## src/rtl/sha_1_msg_padder.sv

```systemverilog
// sha_1_msg_padder
//
// Byte-stream front-end for the sha_1 block engine. It gathers message bytes into
// a 64-byte block, appends SHA-1 padding (0x80 marker, zero fill and the 64-bit
// big-endian bit length), and hands each 512-bit block to the core with a
// start/done handshake. It holds every block stable until the core reports done.
//
// Ports:
//   clk          rising-edge clock
//   reset_n      synchronous active-low reset
//   in_valid     in_byte is valid
//   in_ready     padder accepts a byte this cycle (FILL only)
//   in_byte      message byte, stream order
//   in_last      accepted byte is the final byte of the message
//   blk_data     512-bit block; word 0 = [31:0], byte 0 = word0[31:24]
//   blk_start    one-cycle pulse, blk_data valid and stable until core_done
//   blk_first    block is the first of its message (valid with blk_start)
//   core_done    core finished the current block (pulse)
//   msg_done     one-cycle pulse after core_done of the message's final block
//
// Optional build macro SHA_1_MSG_PADDER_DIGEST_EN adds:
//   core_digest  160-bit digest from the core
//   digest       digest latched on core_done of the final block (reset 0)

module sha_1_msg_padder (
    input  logic         clk,
    input  logic         reset_n,
    input  logic         in_valid,
    output logic         in_ready,
    input  logic [7:0]   in_byte,
    input  logic         in_last,
    output logic [511:0] blk_data,
    output logic         blk_start,
    output logic         blk_first,
    input  logic         core_done,
    output logic         msg_done
`ifdef SHA_1_MSG_PADDER_DIGEST_EN
    ,
    input  logic [159:0] core_digest,
    output logic [159:0] digest
`endif
);

    typedef enum logic [2:0] {StFill, StPad, StLen, StIssue, StWait} state_e;

    state_e        state_q, state_d;
    state_e        ret_q, ret_d;
    logic [511:0]  buf_q, buf_d;
    logic [5:0]    ptr_q, ptr_d;
    logic [60:0]   nbytes_q, nbytes_d;
    logic          final_q, final_d;
    logic          first_q, first_d;
    // Buffer holds a complete 64-byte last block that still needs issuing.
    logic          full_q, full_d;
    logic          in_ready_q, in_ready_d;
    logic          blk_start_q, blk_start_d;
    logic          blk_first_q, blk_first_d;
    logic          msg_done_q, msg_done_d;
    logic [8:0]    lo;
    logic [63:0]   bit_len;

    // Bit offset of the byte at ptr: word ptr[5:2], big-endian byte within the word.
    assign lo      = {ptr_q[5:2], 5'b0} + {4'b0, ~ptr_q[1:0], 3'b0};
    assign bit_len = {nbytes_q, 3'b000};

    always_comb begin
        state_d  = state_q;
        ret_d    = ret_q;
        buf_d    = buf_q;
        ptr_d    = ptr_q;
        nbytes_d = nbytes_q;
        final_d  = final_q;
        first_d  = first_q;
        full_d   = full_q;
        msg_done_d = 1'b0;

        unique case (state_q)
            StFill: begin
                if (in_valid && in_ready_q) begin
                    buf_d[lo +: 8] = in_byte;
                    ptr_d          = ptr_q + 6'd1;
                    nbytes_d       = nbytes_q + 61'd1;
                    if (ptr_q == 6'd63) full_d = 1'b1;
                    if (in_last) begin
                        state_d = StPad;
                    end else if (ptr_q == 6'd63) begin
                        ret_d   = StFill;
                        state_d = StIssue;
                    end
                end
            end
            StPad: begin
                if (full_q) begin
                    ret_d   = StPad;
                    state_d = StIssue;
                end else begin
                    buf_d[lo +: 8] = 8'h80;
                    ptr_d          = ptr_q + 6'd1;
                    if (ptr_q <= 6'd55) begin
                        state_d = StLen;
                    end else begin
                        ret_d   = StLen;
                        state_d = StIssue;
                    end
                end
            end
            StLen: begin
                buf_d[14*32 +: 32] = bit_len[63:32];
                buf_d[15*32 +: 32] = bit_len[31:0];
                final_d            = 1'b1;
                state_d            = StIssue;
            end
            StIssue: begin
                first_d = 1'b0;
                state_d = StWait;
            end
            StWait: begin
                if (core_done) begin
                    buf_d  = '0;
                    ptr_d  = '0;
                    full_d = 1'b0;
                    if (final_q) begin
                        msg_done_d = 1'b1;
                        nbytes_d   = '0;
                        final_d    = 1'b0;
                        first_d    = 1'b1;
                        state_d    = StFill;
                    end else begin
                        state_d = ret_q;
                    end
                end
            end
            default: state_d = StFill;
        endcase

        // Registered outputs track the state being entered.
        blk_start_d = (state_d == StIssue) && (state_q != StIssue);
        blk_first_d = blk_start_d && first_q;
        in_ready_d  = (state_d == StFill);
    end

`ifdef SHA_1_MSG_PADDER_DIGEST_EN
    logic [159:0] digest_q;
    always_ff @(posedge clk) begin
        if (!reset_n) begin
            digest_q <= '0;
        end else if (state_q == StWait && core_done && final_q) begin
            digest_q <= core_digest;
        end
    end
    assign digest = digest_q;
`endif

    always_ff @(posedge clk) begin
        if (!reset_n) begin
            state_q     <= StFill;
            ret_q       <= StFill;
            buf_q       <= '0;
            ptr_q       <= '0;
            nbytes_q    <= '0;
            final_q     <= 1'b0;
            first_q     <= 1'b1;
            full_q      <= 1'b0;
            in_ready_q  <= 1'b0;
            blk_start_q <= 1'b0;
            blk_first_q <= 1'b0;
            msg_done_q  <= 1'b0;
        end else begin
            state_q     <= state_d;
            ret_q       <= ret_d;
            buf_q       <= buf_d;
            ptr_q       <= ptr_d;
            nbytes_q    <= nbytes_d;
            final_q     <= final_d;
            first_q     <= first_d;
            full_q      <= full_d;
            in_ready_q  <= in_ready_d;
            blk_start_q <= blk_start_d;
            blk_first_q <= blk_first_d;
            msg_done_q  <= msg_done_d;
        end
    end

    assign in_ready  = in_ready_q;
    assign blk_data  = buf_q;
    assign blk_start = blk_start_q;
    assign blk_first = blk_first_q;
    assign msg_done  = msg_done_q;

endmodule

```

## config.mk

```make
export PLATFORM = sky130hd
export DESIGN_NAME = sha_1_msg_padder
export DESIGN_NICKNAME = d
export VERILOG_FILES = /design/src/rtl/sha_1_msg_padder.sv
export SDC_FILE = /design/constraint.sdc
export NUM_CORES = 1
export LEC_CHECK = 0
export ABC_AREA = 1
export CAP_MARGIN = 20
export CELL_PAD_IN_SITES_DETAIL_PLACEMENT = 0
export CELL_PAD_IN_SITES_GLOBAL_PLACEMENT = 1
export CORE_ASPECT_RATIO = 0.9
export CORE_UTILIZATION = 32
export DETAILED_ROUTE_END_ITERATION = 10
export PLACE_DENSITY = 0.82
export SYNTH_ARGS = -nofsm -noshare
export SYNTH_HDL_FRONTEND = slang
export SYNTH_SLANG_ARGS = --single-unit
```

## constraint.sdc

```tcl
create_clock -name clk -period 3.9 [get_ports clk]
set_input_delay 1.17 -clock clk [delete_from_list [all_inputs] [get_ports clk]]
set_output_delay 1.17 -clock clk [all_outputs]
set_load 0.05 [all_outputs]
```

======== Word level (Yosys, flattened, before mapping) ========
Cells that the tools add are included.
storage, ports and cells
  bits in registers ....................... 592
  input port bits ......................... 13
  output and inout port bits .............. 516
  word-level logic and storage cells ...... 93
operators by class
  $add $sub $neg .......................... 4
  order comparisons ....................... 1
  eq/ne operators ......................... 14
  shift-type cells ........................ 3
  mux-type cells .......................... 38
  bitwise operators ....................... 1
  reductions and logical operators ........ 19
operators with widths
  kind                                                          count
  two-way mux 512 bit                                           3
  case mux 448 bit (3 select lines)                             1
  bitwise mux 512 bit                                           2
  variable shift 8 x 11 -> 512 bit (first input constant)       1
  indexed part select 8 x 11 -> 512 bit                         1
  indexed part select 8 x 11 -> 512 bit (first input constant)  1
  case mux 64 bit (4 select lines)                              1
  two-way mux 61 bit                                            3
  case mux 61 bit (2 select lines)                              1
  adder 61 x 1 -> 61 bit (second input constant)                1
  two-way mux 3 bit                                             11
  two-way mux 6 bit                                             3
  case mux 6 bit (3 select lines)                               1
  AND reduction 4 bit                                           4
  case mux 3 bit (5 select lines)                               1
  inequality test 2 bit (second input constant)                 6
  negator 9 -> 11 bit                                           1
  adder 9 x 5 -> 9 bit                                          1
  == test 3 x 2 -> 1 bit (second input constant)                3
  nonzero test 2 bit                                            4
  two-way mux 1 bit                                             7
  adder 6 x 1 -> 6 bit (second input constant)                  1
  == test 6 bit (second input constant)                         1
  <= comparator 6 bit (second input constant)                   1
  14 further kinds                                              20

======== Depth between registers and ports, before layout ========
  word-level depth ........................ 8
  mapped depth ............................ 17
  gate-level depth less buffers ........... 15

======== Worst setup path before layout ========
Ideal clock, no wire load.
  kind .................................... input to register
  start point ............................. in in_valid
  end point ............................... reg with a tool-made name
  library setup time ...................... 118 ps
  arrival time ............................ 2451 ps
  data required time ...................... 3782 ps
  slack ................................... 1332 ps
  stages .................................. 12
  path buffers ............................ 3
  cell sequence ........................... nand2_1 nand2_1 nand2_1 nor2_2 buf_6 nand2_1 buf_4 buf_4 nand2_1 inv_1 nor2_1 nor2_1
RTL lines
  what                RTL line  RTL
  start: declaration  28        input logic in_valid,

==> impl_metrics.toml <==
[placement]
port_buffers = 528
place.gp.congestion = 0.925
placedInstanceArea_um2 = 37600
place_hpwl_um = 97900

[clock_tree]
clock_path_buffers = 3
worst_setup_hold_path_clk_slew_ns = 0.06
clk_root_buffer_cell = "clkbuf_16"
cts_setup_buffers = 0
cts_num_sinks = 591
number_of_gates_resized_after_cts = 0
cts_tree = "yes"
h-tree-depth = 3
cts_hold_buffers_added = 0
cts_inserted_buffers = 72
worstSkewPairLatency_ns = 0.64

[timing]
worst_case_headroom_to_the_max_slew_limit = 0.257
timing_worst_slew_pin_value_ns = 1.12
top_achievable_clock_speed_mhz = 289
rsz0062_at_grt = "false"
fin_worst_skew_ns = 0.0296
setup_total_negative_slack_ns = 0
finalSetupViolCount = 0
worst_hold_slack_ns = 0.456
final.period_utilization = 0.887
timing.final.crit_period_ns = 3.46
slew_viol_final = 0
timing.final.hold_violations = 0

[finish]
fillCellCount = 9973
drive_above_1_share = 0.0683
stdcell_area_um2 = 39900
area_of_all_sequential_standard_cells_um2 = 11800
finish.net_count = 5369
multiInputGateArea_um2 = 16500
area_growth_pct = 28.4

[detailed_routing]
detail_route.first_pass.iterations = 6
detailedRoute.firstIterationViolations = 3739
vias_per_cell = 5.16
antenna_left = 0
remaining_drc_errors = 0
postRouteWirelength_um = 137000
route.vias.total = 34300
wire_per_inst_um = 20.5

[synthesis]
post_synth.cell_area_avg_um2 = 6.32
post-synth-top-area-cell = "dfxtp_1"
syn_area_um2 = 31000
seq_area_frac_synth = 0.381
synth_seq_cells = 591
synthCells = 4910
synth_cell_count_leaders = "1,629 x nand2_1, 679 x nor2_1, 591 x dfxtp_1, 351 x a21oi_1, 343 x inv_1"
mappedNetlistNets = 4927
post_synth_num_cell_types = 49
asyncSetResetFlopFracSynth = 0
synth-edff-count = 0
yosys_warnings = 0
synthMostInstantiatedCell = "nand2_1"
ys_dominant_reg_cell = "dfxtp_1"
yosys-top-cells-area = "dfxtp_1 38%, nand2_1 20%, nor2_1 8.2%"
synth_largest_type_area_fraction = 0.381

[critical_path]
critPathRequiredTime_ns = 4.42
critPathMostFrequentCell = "inv_2"
slowest_stage = "dfxtp_1"
timing.setup.critical_path_class = "reg2reg"
maximum_net_fanout_on_the_critical_path = 15
max_stage_delay_ns = 0.62
critPathTopFamily = "simple AND/OR/NAND/NOR gates"
worst_ep_arrival_time_ns = 3.98
worstPathCellList = "inv_1, ha_1, inv_2, nand2_4, inv_2, nand2_2, nor3_2, nand3_1, o21ai_0, nor2_1"
worstSetupStartpointType = "flip-flop"
endpoint_kind = "flip-flop"
critical_path_buf_inv_count = 3

[min_path]
min_path_type = "reg2reg"

[global_route]
global_route.usage.total = 0.267
grt_first_pass_wirelength_um = 200000
gr-total-overflow = 0
grt_antenna_before_repair = 7
grt_max_degree = 109
first_global_vias = 30700

[die]
die-height_um = 297
die-area_um2 = 98200
placeableCoreArea_um2 = 95300
row_count = 107
initial_utilization = 0.326
die_w_um = 330
floorplan.io_pins = 529

[pwr]
worst_ir_drop_vdd_v = 0.000438
power.total_mw = 22.6
cellPowerDensity_nw_per_um2 = 568
total_leakage_power_nw = 16.6

[status]
run_status = "completed"

[flow_run]
maxCapViolCount = 0
logic make-up (layout without fill, tap and decap cells):
group / count (synthesis) / after routing / synth area share
simple gates: 2992 / 2992 / 0.416
compound gates: 676 / 676 / 0.112
xor+xnor: 4 / 4 / 0.00113
other cells: 0 / 3 / 0
fa+ha+maj: 4 / 4 / 0.00161
buf+inv: 643 / 1135 / 0.0875
flops: 591 / 591 / 0.381
per-layer routing:
layer	vias up	track usage	wire, um
li1	16600	-	-
met1	16100	0.369	60300
met2	1347	0.417	61500
met3	225	0.0487	10500
met4	6	0.0816	4240
met5	-	0	40
path summary, 6_finish.rpt:
check,from,end,slack (ns),cells after the start
max,ptr_q[0]$_SDFFE_PN0P_,flip-flop,0.44,10
min,first_q$_SDFFE_PN1P_,first_q$_SDFFE_PN1P_,0.46,2
max reg2reg,ptr_q[0]$_SDFFE_PN0P_,flip-flop,0.44,10
min reg2reg,first_q$_SDFFE_PN1P_,first_q$_SDFFE_PN1P_,0.46,2
placed cells by master, fill, tap and decap left out, types with 10 or more instances in the layout:
cell / Yosys / layout
nand2_1: 1629 / 1628
nor2_1: 679 / 679
dfxtp_1: 591 / 591
clkdlybuf4s50_1: 0 / 527
a21oi_1: 351 / 351
inv_1: 343 / 342
nand3_1: 333 / 333
o21ai_0: 260 / 260
nand4_1: 112 / 112
buf_4: 31 / 83
clkbuf_16: 0 / 73
nand3b_1: 62 / 62
nor3_1: 49 / 49
inv_2: 38 / 37
nand2_2: 34 / 33
o21ai_1: 29 / 29
nor2_2: 24 / 23
clkbuf_1: 140 / 20
nor2_4: 18 / 19
nand3_2: 15 / 15
clkbuf_8: 0 / 15
a31oi_1: 14 / 14
buf_12: 0 / 14
nand2_4: 8 / 10
clkinv_2: 1 / 10
report_power, final:
| part | internal [mW] | total [mW] | switching (mW) |
|---|---|---|---|
| clock network | 3.91 | 6.71 | 2.80 |
| registers | 6.68 | 7.31 | 0.632 |
| logic | 2.28 | 8.61 | 6.33 |
| total | 12.9 | 22.6 | 9.77 |
final cells by class:
type / instances / area share
clock inverters: 17 / 0.00496
clock buffers: 107 / 0.0526
inverters: 386 / 0.0366
multi-input cells: 3676 / 0.414
well taps: 1253 / 0.0393
flip-flops and latches: 591 / 0.297
diodes: 3 / 0.000188
repair buffers: 625 / 0.155
worst min-delay path, stage by stage, from the launching register on:
cell	delay (ns)
dfxtp_1	0.30
nand2_1	0.06
nand2_1	0.05
per-stage QoR:
| stage | util | setup WS (ns) | cells |
|---|---|---|---|
| after floorplan | - | 1.33 | 4910 |
| after global placement | 0.394 | 0.150 | 6531 |
| after detailed placement | 0.394 | 0.100 | 6531 |
| after CTS | 0.418 | 0.529 | 6655 |
| after global routing | 0.418 | 0.233 | 6657 |
| final | 0.418 | 0.442 | 6658 |
(Power assumes the default switching activity.)
